## config.mk

```make
export PLATFORM = sky130hd
export DESIGN_NAME = palette_ram_banked_flat
export DESIGN_NICKNAME = d
export VERILOG_FILES = /design/src/rtl/palette_ram_banked_pkg.sv /design/src/rtl/palette_ram_banked_if.sv /design/src/rtl/palette_ram_banked_fade.sv /design/src/rtl/palette_ram_banked.sv /design/src/flat_wrapper.sv
export SDC_FILE = /design/constraint.sdc
export NUM_CORES = 1
export LEC_CHECK = 0
export BUFFER_PORTS_ARGS = -buffer_cell sky130_fd_sc_hd__buf_2
export CELL_PAD_IN_SITES_DETAIL_PLACEMENT = 1
export CELL_PAD_IN_SITES_GLOBAL_PLACEMENT = 1
export CORE_ASPECT_RATIO = 0.7
export CORE_MARGIN = 10
export CORE_UTILIZATION = 38
export CTS_BUF_LIST = sky130_fd_sc_hd__clkbuf_4 sky130_fd_sc_hd__clkbuf_8
export CTS_CLUSTER_DIAMETER = 80
export DETAILED_ROUTE_END_ITERATION = 10
export PLACE_DENSITY_LB_ADDON = 0.1
export SYNTH_ARGS = -nofsm -noshare
export SYNTH_HDL_FRONTEND = slang
export SYNTH_HIERARCHICAL = 1
export SYNTH_SLANG_ARGS = --single-unit
```

## constraint.sdc

```tcl
create_clock -name clk_i -period 10.6 [get_ports clk_i]
set_clock_uncertainty 0.05 [all_clocks]
set_input_delay 0.53 -clock clk_i [delete_from_list [all_inputs] [get_ports clk_i]]
set_output_delay 0.53 -clock clk_i [all_outputs]
set_load 0.02 [all_outputs]
```

## src/rtl/palette_ram_banked_pkg.sv

```systemverilog
// ============================================================================
// Module      : palette_pkg
// Description : Shared types, constants and the fade scaler for the palette.
// Revision    : 1.0 - initial release
// ============================================================================
`default_nettype none

package palette_pkg;

  localparam int FADE_MAX = 16;

  typedef struct packed {
    logic [3:0] r;
    logic [3:0] g;
    logic [3:0] b;
  } rgb12_t;

  typedef enum logic [0:0] {
    INIT = 1'b0,
    RUN  = 1'b1
  } pal_state_e;

  // Brightness levels above FADE_MAX saturate, so 16 and up are identity.
  function automatic rgb12_t fade_scale(rgb12_t c, logic [4:0] level);
    logic [4:0] f;
    rgb12_t     o;
    f   = (level > 5'(FADE_MAX)) ? 5'(FADE_MAX) : level;
    o.r = 4'((9'(c.r) * 9'(f)) >> 4);
    o.g = 4'((9'(c.g) * 9'(f)) >> 4);
    o.b = 4'((9'(c.b) * 9'(f)) >> 4);
    return o;
  endfunction

endpackage

`default_nettype wire

```

## src/rtl/palette_ram_banked_if.sv

```systemverilog
// ============================================================================
// Module      : palette_ram_banked_if
// Description : Read, write, fade and status signals of the banked palette.
// Revision    : 1.0 - initial release
// ============================================================================
`default_nettype none

interface palette_ram_banked_if #(
  parameter int IDX_W  = 5,
  parameter int BANK_W = 2
);
  logic              rd_valid;
  logic [BANK_W-1:0] rd_bank;
  logic [IDX_W-1:0]  rd_index;
  logic              rd_ready;
  logic [4:0]        fade_level;
  logic              out_valid;
  logic [3:0]        red;
  logic [3:0]        green;
  logic [3:0]        blue;
  logic              out_transparent;
  logic              wr_valid;
  logic [BANK_W-1:0] wr_bank;
  logic [IDX_W-1:0]  wr_index;
  logic [11:0]       wr_color;
  logic              wr_ready;
  logic              init_busy;

  modport master (
    output rd_valid, rd_bank, rd_index, fade_level,
    output wr_valid, wr_bank, wr_index, wr_color,
    input  rd_ready, wr_ready, init_busy,
    input  out_valid, red, green, blue, out_transparent
  );

  modport slave (
    input  rd_valid, rd_bank, rd_index, fade_level,
    input  wr_valid, wr_bank, wr_index, wr_color,
    output rd_ready, wr_ready, init_busy,
    output out_valid, red, green, blue, out_transparent
  );
endinterface

`default_nettype wire

```

## src/rtl/palette_ram_banked_fade.sv

```systemverilog
// ============================================================================
// Module      : palette_fade
// Description : Combinational per-channel brightness scaler with level clamp.
// Revision    : 1.0 - initial release
// ============================================================================
`default_nettype none

module palette_fade
  import palette_pkg::*;
(
  input  rgb12_t     color_i,
  input  logic [4:0] level_i,
  output rgb12_t     color_o
);

  assign color_o = fade_scale(color_i, level_i);

endmodule

`default_nettype wire

```

## src/rtl/palette_ram_banked.sv

```systemverilog
// ============================================================================
// Module      : palette_ram_banked
// Description : Multi-bank 12-bit palette RAM, 2-stage read with fade/transp.
// Revision    : 1.0 - initial release
// ============================================================================
`default_nettype none

module palette_ram_banked
  import palette_pkg::*;
#(
  parameter int          IDX_W      = 5,
  parameter int          N_BANKS    = 4,
  parameter int          BANK_W     = (N_BANKS > 1) ? $clog2(N_BANKS) : 1,
  parameter bit          TRANSP_EN  = 1'b1,
  parameter int unsigned TRANSP_IDX = 0
) (
  input  logic                  clk_i,
  input  logic                  rst_i,
  palette_ram_banked_if.slave   pal
);

  localparam int                ADDR_W    = BANK_W + IDX_W;
  localparam int                DEPTH     = 2 ** ADDR_W;
  localparam logic [ADDR_W-1:0] LAST_ADDR = ADDR_W'(N_BANKS * (2 ** IDX_W) - 1);

  pal_state_e        state_q;
  logic [ADDR_W-1:0] clr_cnt_q;
  logic              busy_q;
  logic              ready_q;

  rgb12_t            mem_q [DEPTH];

  logic              w_rd_fire;
  logic              w_wr_fire;
  logic [ADDR_W-1:0] w_rd_addr;
  logic [ADDR_W-1:0] w_wr_addr;
  logic              w_rd_in_range;
  logic              w_wr_in_range;
  logic              w_rd_transp;

  logic              w_mem_we;
  logic [ADDR_W-1:0] w_mem_waddr;
  rgb12_t            w_mem_wdata;

  logic              s1_valid_q;
  rgb12_t            s1_word_q;
  logic              s1_transp_q;

  rgb12_t            w_faded;
  rgb12_t            out_rgb_d;
  logic              out_transp_d;
  logic              out_valid_q;
  rgb12_t            out_rgb_q;
  logic              out_transp_q;

  assign w_rd_fire = pal.rd_valid & ready_q;
  assign w_wr_fire = pal.wr_valid & ready_q;
  assign w_rd_addr = {pal.rd_bank, pal.rd_index};
  assign w_wr_addr = {pal.wr_bank, pal.wr_index};

  // Bank codes past N_BANKS only exist when N_BANKS is not a power of two.
  generate
    if (N_BANKS == (2 ** BANK_W)) begin : g_full_banks
      assign w_rd_in_range = 1'b1;
      assign w_wr_in_range = 1'b1;
    end else begin : g_partial_banks
      localparam logic [BANK_W-1:0] LAST_BANK = BANK_W'(N_BANKS - 1);
      assign w_rd_in_range = (pal.rd_bank <= LAST_BANK);
      assign w_wr_in_range = (pal.wr_bank <= LAST_BANK);
    end
  endgenerate

  generate
    if (TRANSP_EN) begin : g_transp
      localparam logic [IDX_W-1:0] TRANSP_IDX_L = IDX_W'(TRANSP_IDX);
      assign w_rd_transp = (pal.rd_index == TRANSP_IDX_L);
    end else begin : g_no_transp
      assign w_rd_transp = 1'b0;
    end
  endgenerate

  // Control FSM: clear sweep after reset, then normal operation.
  always_ff @(posedge clk_i) begin
    if (rst_i) begin
      state_q   <= INIT;
      clr_cnt_q <= '0;
      busy_q    <= 1'b1;
      ready_q   <= 1'b0;
    end else begin
      case (state_q)
        INIT: begin
          clr_cnt_q <= clr_cnt_q + 1'b1;
          if (clr_cnt_q == LAST_ADDR) begin
            state_q <= RUN;
            busy_q  <= 1'b0;
            ready_q <= 1'b1;
          end
        end
        RUN: begin
          busy_q  <= 1'b0;
          ready_q <= 1'b1;
        end
        default: begin
          state_q   <= INIT;
          clr_cnt_q <= '0;
          busy_q    <= 1'b1;
          ready_q   <= 1'b0;
        end
      endcase
    end
  end

  always_comb begin
    w_mem_we    = 1'b0;
    w_mem_waddr = w_wr_addr;
    w_mem_wdata = pal.wr_color;
    if (!rst_i) begin
      if (state_q == INIT) begin
        w_mem_we    = 1'b1;
        w_mem_waddr = clr_cnt_q;
        w_mem_wdata = '0;
      end else if (w_wr_fire && w_wr_in_range) begin
        w_mem_we = 1'b1;
      end
    end
  end

  always_ff @(posedge clk_i) begin
    if (w_mem_we) begin
      mem_q[w_mem_waddr] <= w_mem_wdata;
    end
  end

  // Stage 1 samples the array before this edge's write lands: read-first.
  always_ff @(posedge clk_i) begin
    if (rst_i) begin
      s1_valid_q  <= 1'b0;
      s1_word_q   <= '0;
      s1_transp_q <= 1'b0;
    end else begin
      s1_valid_q <= w_rd_fire;
      if (w_rd_fire) begin
        s1_word_q   <= w_rd_in_range ? mem_q[w_rd_addr] : '0;
        s1_transp_q <= w_rd_transp;
      end
    end
  end

  palette_fade u_fade (
    .color_i (s1_word_q),
    .level_i (pal.fade_level),
    .color_o (w_faded)
  );

  always_comb begin
    out_rgb_d    = out_rgb_q;
    out_transp_d = out_transp_q;
    if (s1_valid_q) begin
      if (s1_transp_q) begin
        out_rgb_d    = '0;
        out_transp_d = 1'b1;
      end else begin
        out_rgb_d    = w_faded;
        out_transp_d = 1'b0;
      end
    end
  end

  always_ff @(posedge clk_i) begin
    if (rst_i) begin
      out_valid_q  <= 1'b0;
      out_rgb_q    <= '0;
      out_transp_q <= 1'b0;
    end else begin
      out_valid_q  <= s1_valid_q;
      out_rgb_q    <= out_rgb_d;
      out_transp_q <= out_transp_d;
    end
  end

  assign pal.rd_ready        = ready_q;
  assign pal.wr_ready        = ready_q;
  assign pal.init_busy       = busy_q;
  assign pal.out_valid       = out_valid_q;
  assign pal.red             = out_rgb_q.r;
  assign pal.green           = out_rgb_q.g;
  assign pal.blue            = out_rgb_q.b;
  assign pal.out_transparent = out_transp_q;

endmodule

`default_nettype wire

```

## src/flat_wrapper.sv

```systemverilog
// flat-port wrapper written by rule: the top's interface ports become plain ports
module palette_ram_banked_flat import palette_pkg::*;
#(
  parameter int          IDX_W      = 5,
  parameter int          N_BANKS    = 4,
  parameter int          BANK_W     = (N_BANKS > 1) ? $clog2(N_BANKS) : 1,
  parameter bit          TRANSP_EN  = 1'b1,
  parameter int unsigned TRANSP_IDX = 0
)
  (clk_i, rst_i, pal_rd_valid, pal_rd_bank, pal_rd_index, pal_fade_level, pal_wr_valid, pal_wr_bank, pal_wr_index, pal_wr_color, pal_rd_ready, pal_wr_ready, pal_init_busy, pal_out_valid, pal_red, pal_green, pal_blue, pal_out_transparent);
  palette_ram_banked_if #(.IDX_W(IDX_W), .BANK_W(BANK_W)) pal_i ();
  input  logic clk_i;
  input  logic rst_i;
  input wire logic [$bits(pal_i.rd_valid)-1:0] pal_rd_valid;
  input wire logic [$bits(pal_i.rd_bank)-1:0] pal_rd_bank;
  input wire logic [$bits(pal_i.rd_index)-1:0] pal_rd_index;
  input wire logic [$bits(pal_i.fade_level)-1:0] pal_fade_level;
  input wire logic [$bits(pal_i.wr_valid)-1:0] pal_wr_valid;
  input wire logic [$bits(pal_i.wr_bank)-1:0] pal_wr_bank;
  input wire logic [$bits(pal_i.wr_index)-1:0] pal_wr_index;
  input wire logic [$bits(pal_i.wr_color)-1:0] pal_wr_color;
  output wire logic [$bits(pal_i.rd_ready)-1:0] pal_rd_ready;
  output wire logic [$bits(pal_i.wr_ready)-1:0] pal_wr_ready;
  output wire logic [$bits(pal_i.init_busy)-1:0] pal_init_busy;
  output wire logic [$bits(pal_i.out_valid)-1:0] pal_out_valid;
  output wire logic [$bits(pal_i.red)-1:0] pal_red;
  output wire logic [$bits(pal_i.green)-1:0] pal_green;
  output wire logic [$bits(pal_i.blue)-1:0] pal_blue;
  output wire logic [$bits(pal_i.out_transparent)-1:0] pal_out_transparent;
  assign pal_i.rd_valid = pal_rd_valid;
  assign pal_i.rd_bank = pal_rd_bank;
  assign pal_i.rd_index = pal_rd_index;
  assign pal_i.fade_level = pal_fade_level;
  assign pal_i.wr_valid = pal_wr_valid;
  assign pal_i.wr_bank = pal_wr_bank;
  assign pal_i.wr_index = pal_wr_index;
  assign pal_i.wr_color = pal_wr_color;
  assign pal_rd_ready = pal_i.rd_ready;
  assign pal_wr_ready = pal_i.wr_ready;
  assign pal_init_busy = pal_i.init_busy;
  assign pal_out_valid = pal_i.out_valid;
  assign pal_red = pal_i.red;
  assign pal_green = pal_i.green;
  assign pal_blue = pal_i.blue;
  assign pal_out_transparent = pal_i.out_transparent;
  palette_ram_banked #(.IDX_W(IDX_W), .N_BANKS(N_BANKS), .BANK_W(BANK_W), .TRANSP_EN(TRANSP_EN), .TRANSP_IDX(TRANSP_IDX)) u_core (.clk_i(clk_i), .rst_i(rst_i), .pal(pal_i));
endmodule
```

==> results.md <==
- M1 GR Usage: 0.3092
- Clock buffer depth: 3
- Final-stage net count: roughly 3400
- Dpl hpwl: between 100000 and 150000 µm
- Placeable Area: between 0.15 and 0.2 mm²
- Required @ worst endpoint: between 10000 and 15000 ps
- Power per Cell Area: approximately 180 mW/mm²
- Sequential share of the synthesized area: 0.7462
- Finished Cell Area: about 0.070 mm²
- Port Buffer Count: a little over 50
- Yosys warnings: 6
- Status: finished, violations left
- Most frequent cells in the layout: 1536 x edfxtp_1, 257 x mux4_2, 243 x clkbuf_8
- Clock tree sinks: between 1500 and 2000
- Initial Util: 0.3835
- Max-cap check violation count: 1
- Async SR Flop Fraction: 0
- Placed insts: between 5000 and 6000
- Endpoints failing hold: 0
- Drt wl/cell: 33.69 µm
- Row count: ~120
- Critical Path End Type: flop
- Worst EP arrival: 4890 ps
- # DRC: 0
- Design Power: about 13000 µW
- Post-Syn Nets: 3215
- Leakage: roughly 0.023 µW
- Peak-usage layer in the global routing report: met1
- First-pass GRT wire length: ~270000 µm
- Mapped Avg Cell Area: roughly 20 µm²
- Initial DRC Count: 3578
- CP Max Fanout: 13
- GR Util met3: 0.04804
- Worst vdd ir: ~120 µV
- CTS buffer count: 238
- Violated checks: max-capacitance violations, max-slew violations
- Max-slew headroom: -0.05419
- CTS tree: built
- Largest net degree at the start of global routing: a little over 90
- Post-Synthesis Cell Area: 0.06283 mm²
- Reg clk slew, reported paths: approximately 70 ps
- Final setup vio count: 0
- Commonest non-fill, non-tap cell in the layout: edfxtp_1
- Tot GR Track Use: 0.2086
- H-Tree Level Count: 4
- Vias/cell: 5.729
- Finished Layout Cells: around 5800
- Mapped Cells: approximately 3100
- Final Critical Period: 4331 ps
- DP Area: 0.06555 mm²
- Synth Flop Type: edfxtp_1
- R2R Path Start: u_core/pal.rd_ready
- Initial antenna violation count: 20
- Worst-Skew Late Latency: ~1000 ps
- Final WL: a little under 200000 µm
- Flops & latches, synth: 1574
- Reg-to-reg critical path endpoint: u_core/mem_q[113][0]
- DR pass1 iterations: 5
- Layout cells sized above 1: 0.2413
- Slew @ Worst Pin: roughly 1600 ps
- Hold Path Depth: 5
- Slew Limit Fails: 4
- RePlAce Congestion: between 0.7 and 0.8
- Setup slack at placement: 5497 ps
- R2R setup slack: 6270 ps
- Vias: around 33000
- Kind of critical path: flop to flop
- Synth-to-Final Area Change: 11.97%
- Worst Setup Slack, final: approximately 6300 ps
- Die width: roughly 500 µm
- GRT met2 Usage: 0.3087
- Final period util: 0.4086
- Clk root buf: clkbuf_8
- Chip Height: between 300 and 400 µm
- I/O Pins: 52
- Grt ovf: 0
- Netlist cell types: 74
- Setup TNS Final: 0 ps
- CP Launch Type: flop
- Setup crit end: u_core/mem_q[113][0]
- Final ANT Viol Nets: 0
- # fillers: approximately 15000
- Max frequency: approximately 230 MHz
- CP Launch Point: u_core/pal.rd_ready
- Worst r2r path cells: 4
- EDFF count, synth: around 1500
- RSZ-0062 raised after global routing: no
- Vias in the first global route: 34200
- Hold WC Path Type: primary input to flop
- Die area: roughly 0.18 mm²
sequential cells by signal (all words and copies together), names as in the netlist:
register                    cells
u_core/clr_cnt_q                7
u_core/mem_q                 1536
u_core/pal.blue                 4
u_core/pal.green                4
u_core/pal.init_busy            1
u_core/pal.out_transparent      1
u_core/pal.out_valid            1
u_core/pal.rd_ready             1
u_core/pal.red                  4
u_core/s1_transp_q              1
u_core/s1_valid_q               1
u_core/s1_word_q               12
u_core/state_q                  1
synth_stat cells, types with 18 or more instances:
| cell | count | area [µm²] |
|---|---|---|
| edfxtp_1 | 1536 | 46120 |
| mux4_2 | 257 | 5788 |
| nor2_1 | 207 | 777.0 |
| mux2i_1 | 202 | 2022 |
| nand2_1 | 97 | 364.1 |
| o221ai_1 | 69 | 604.3 |
| clkbuf_1 | 64 | 240.2 |
| a21oi_1 | 60 | 300.3 |
| mux4_1 | 43 | 1130 |
| a221oi_1 | 42 | 367.9 |
| buf_2 | 42 | 210.2 |
| and2_1 | 41 | 256.5 |
| dfxtp_1 | 38 | 760.7 |
| o21ai_0 | 33 | 165.2 |
| nor2b_1 | 32 | 200.2 |
| a22oi_1 | 29 | 217.7 |
| ha_1 | 28 | 350.3 |
| inv_1 | 19 | 71.32 |
| buf_6 | 18 | 202.7 |
final cells by class:
class | count | area [µm²] | share of cell area
flip-flops and latches | 1574 | 46890 | 0.6664
repair buffers | 169 | 1201 | 0.01707
multi-input cells | 1364 | 14690 | 0.2087
clock inverters | 127 | 879.6 | 0.01250
inverters | 22 | 83.83 | 0.001192
well taps | 2205 | 2759 | 0.03922
diodes | 10 | 25.02 | 0.0003557
clock buffers | 308 | 3832 | 0.05448
layer usage:
layer | vias up | share of wire
met1 | 18060 | 0.46
li1 | 13450 | -
met4 | 6 | 0.022
met3 | 286 | 0.076
met5 | - | 0.00023
met2 | 1303 | 0.44
power breakdown:
group,switching [µW],total [µW],leakage (µW),internal [µW]
clock,2480,5050,0.00248,2570
sequential,5.00,6850,0.0143,6840
combinational,502,702,0.00624,200
how the worst min path moves through the flow:
stage / from / end / slack [ps]
5_1_grt: pal_fade_level[0] / u_core/pal.red[0] / 120
3_5_place_dp: u_core/pal.init_busy / u_core/pal.init_busy / 420
4_1_cts: pal_fade_level[0] / u_core/pal.green[0] / 10
6_report: pal_fade_level[0] / u_core/pal.red[0] / 100
2_1_floorplan: u_core/s1_transp_q / u_core/s1_transp_q / 430
3_3_place_gp: u_core/pal.init_busy / u_core/pal.init_busy / 400
repair_timing:
action / in CTS / in global routing
hold buffers: 2 / 0
endpoints found under the hold margin: 18 / 0
buffers inserted: 0 / 0
resized for setup: 0 / 0
endpoints found under the setup margin: 0 / 0
worst max-delay path: stages, from the launching register on:
cell and delay [ps]:
dfxtp_1 430, nand2_1 230, a21oi_1 850, nand3_2 1010
nor2_1 1350
kinds of logic (layout without fill, tap and decap cells):
logic type               count (synthesis)  in the layout  synth area share
AO/OA/AOI/OAI                          342            342           0.04017
other                                    0             10                 0
multiplexers                           517            517            0.1450
XOR/XNOR                                23             23          0.003206
AND/OR/NAND/NOR                        439            439           0.03180
buffers and inverters                  199            626           0.02326
flip-flops                            1574           1574            0.7462
adder cells (fa/ha/maj)                 43             43           0.01036
per-stage QoR:
stage,hold slack (ps),utilization
floorplan,430.8,-
global placement,402.0,0.3999
detailed placement,417.9,0.4001
global route,120.3,0.4293
finish,99.38,0.4294
CTS,14.75,0.4290
Note: power is estimated with default switching activity, not from simulation.
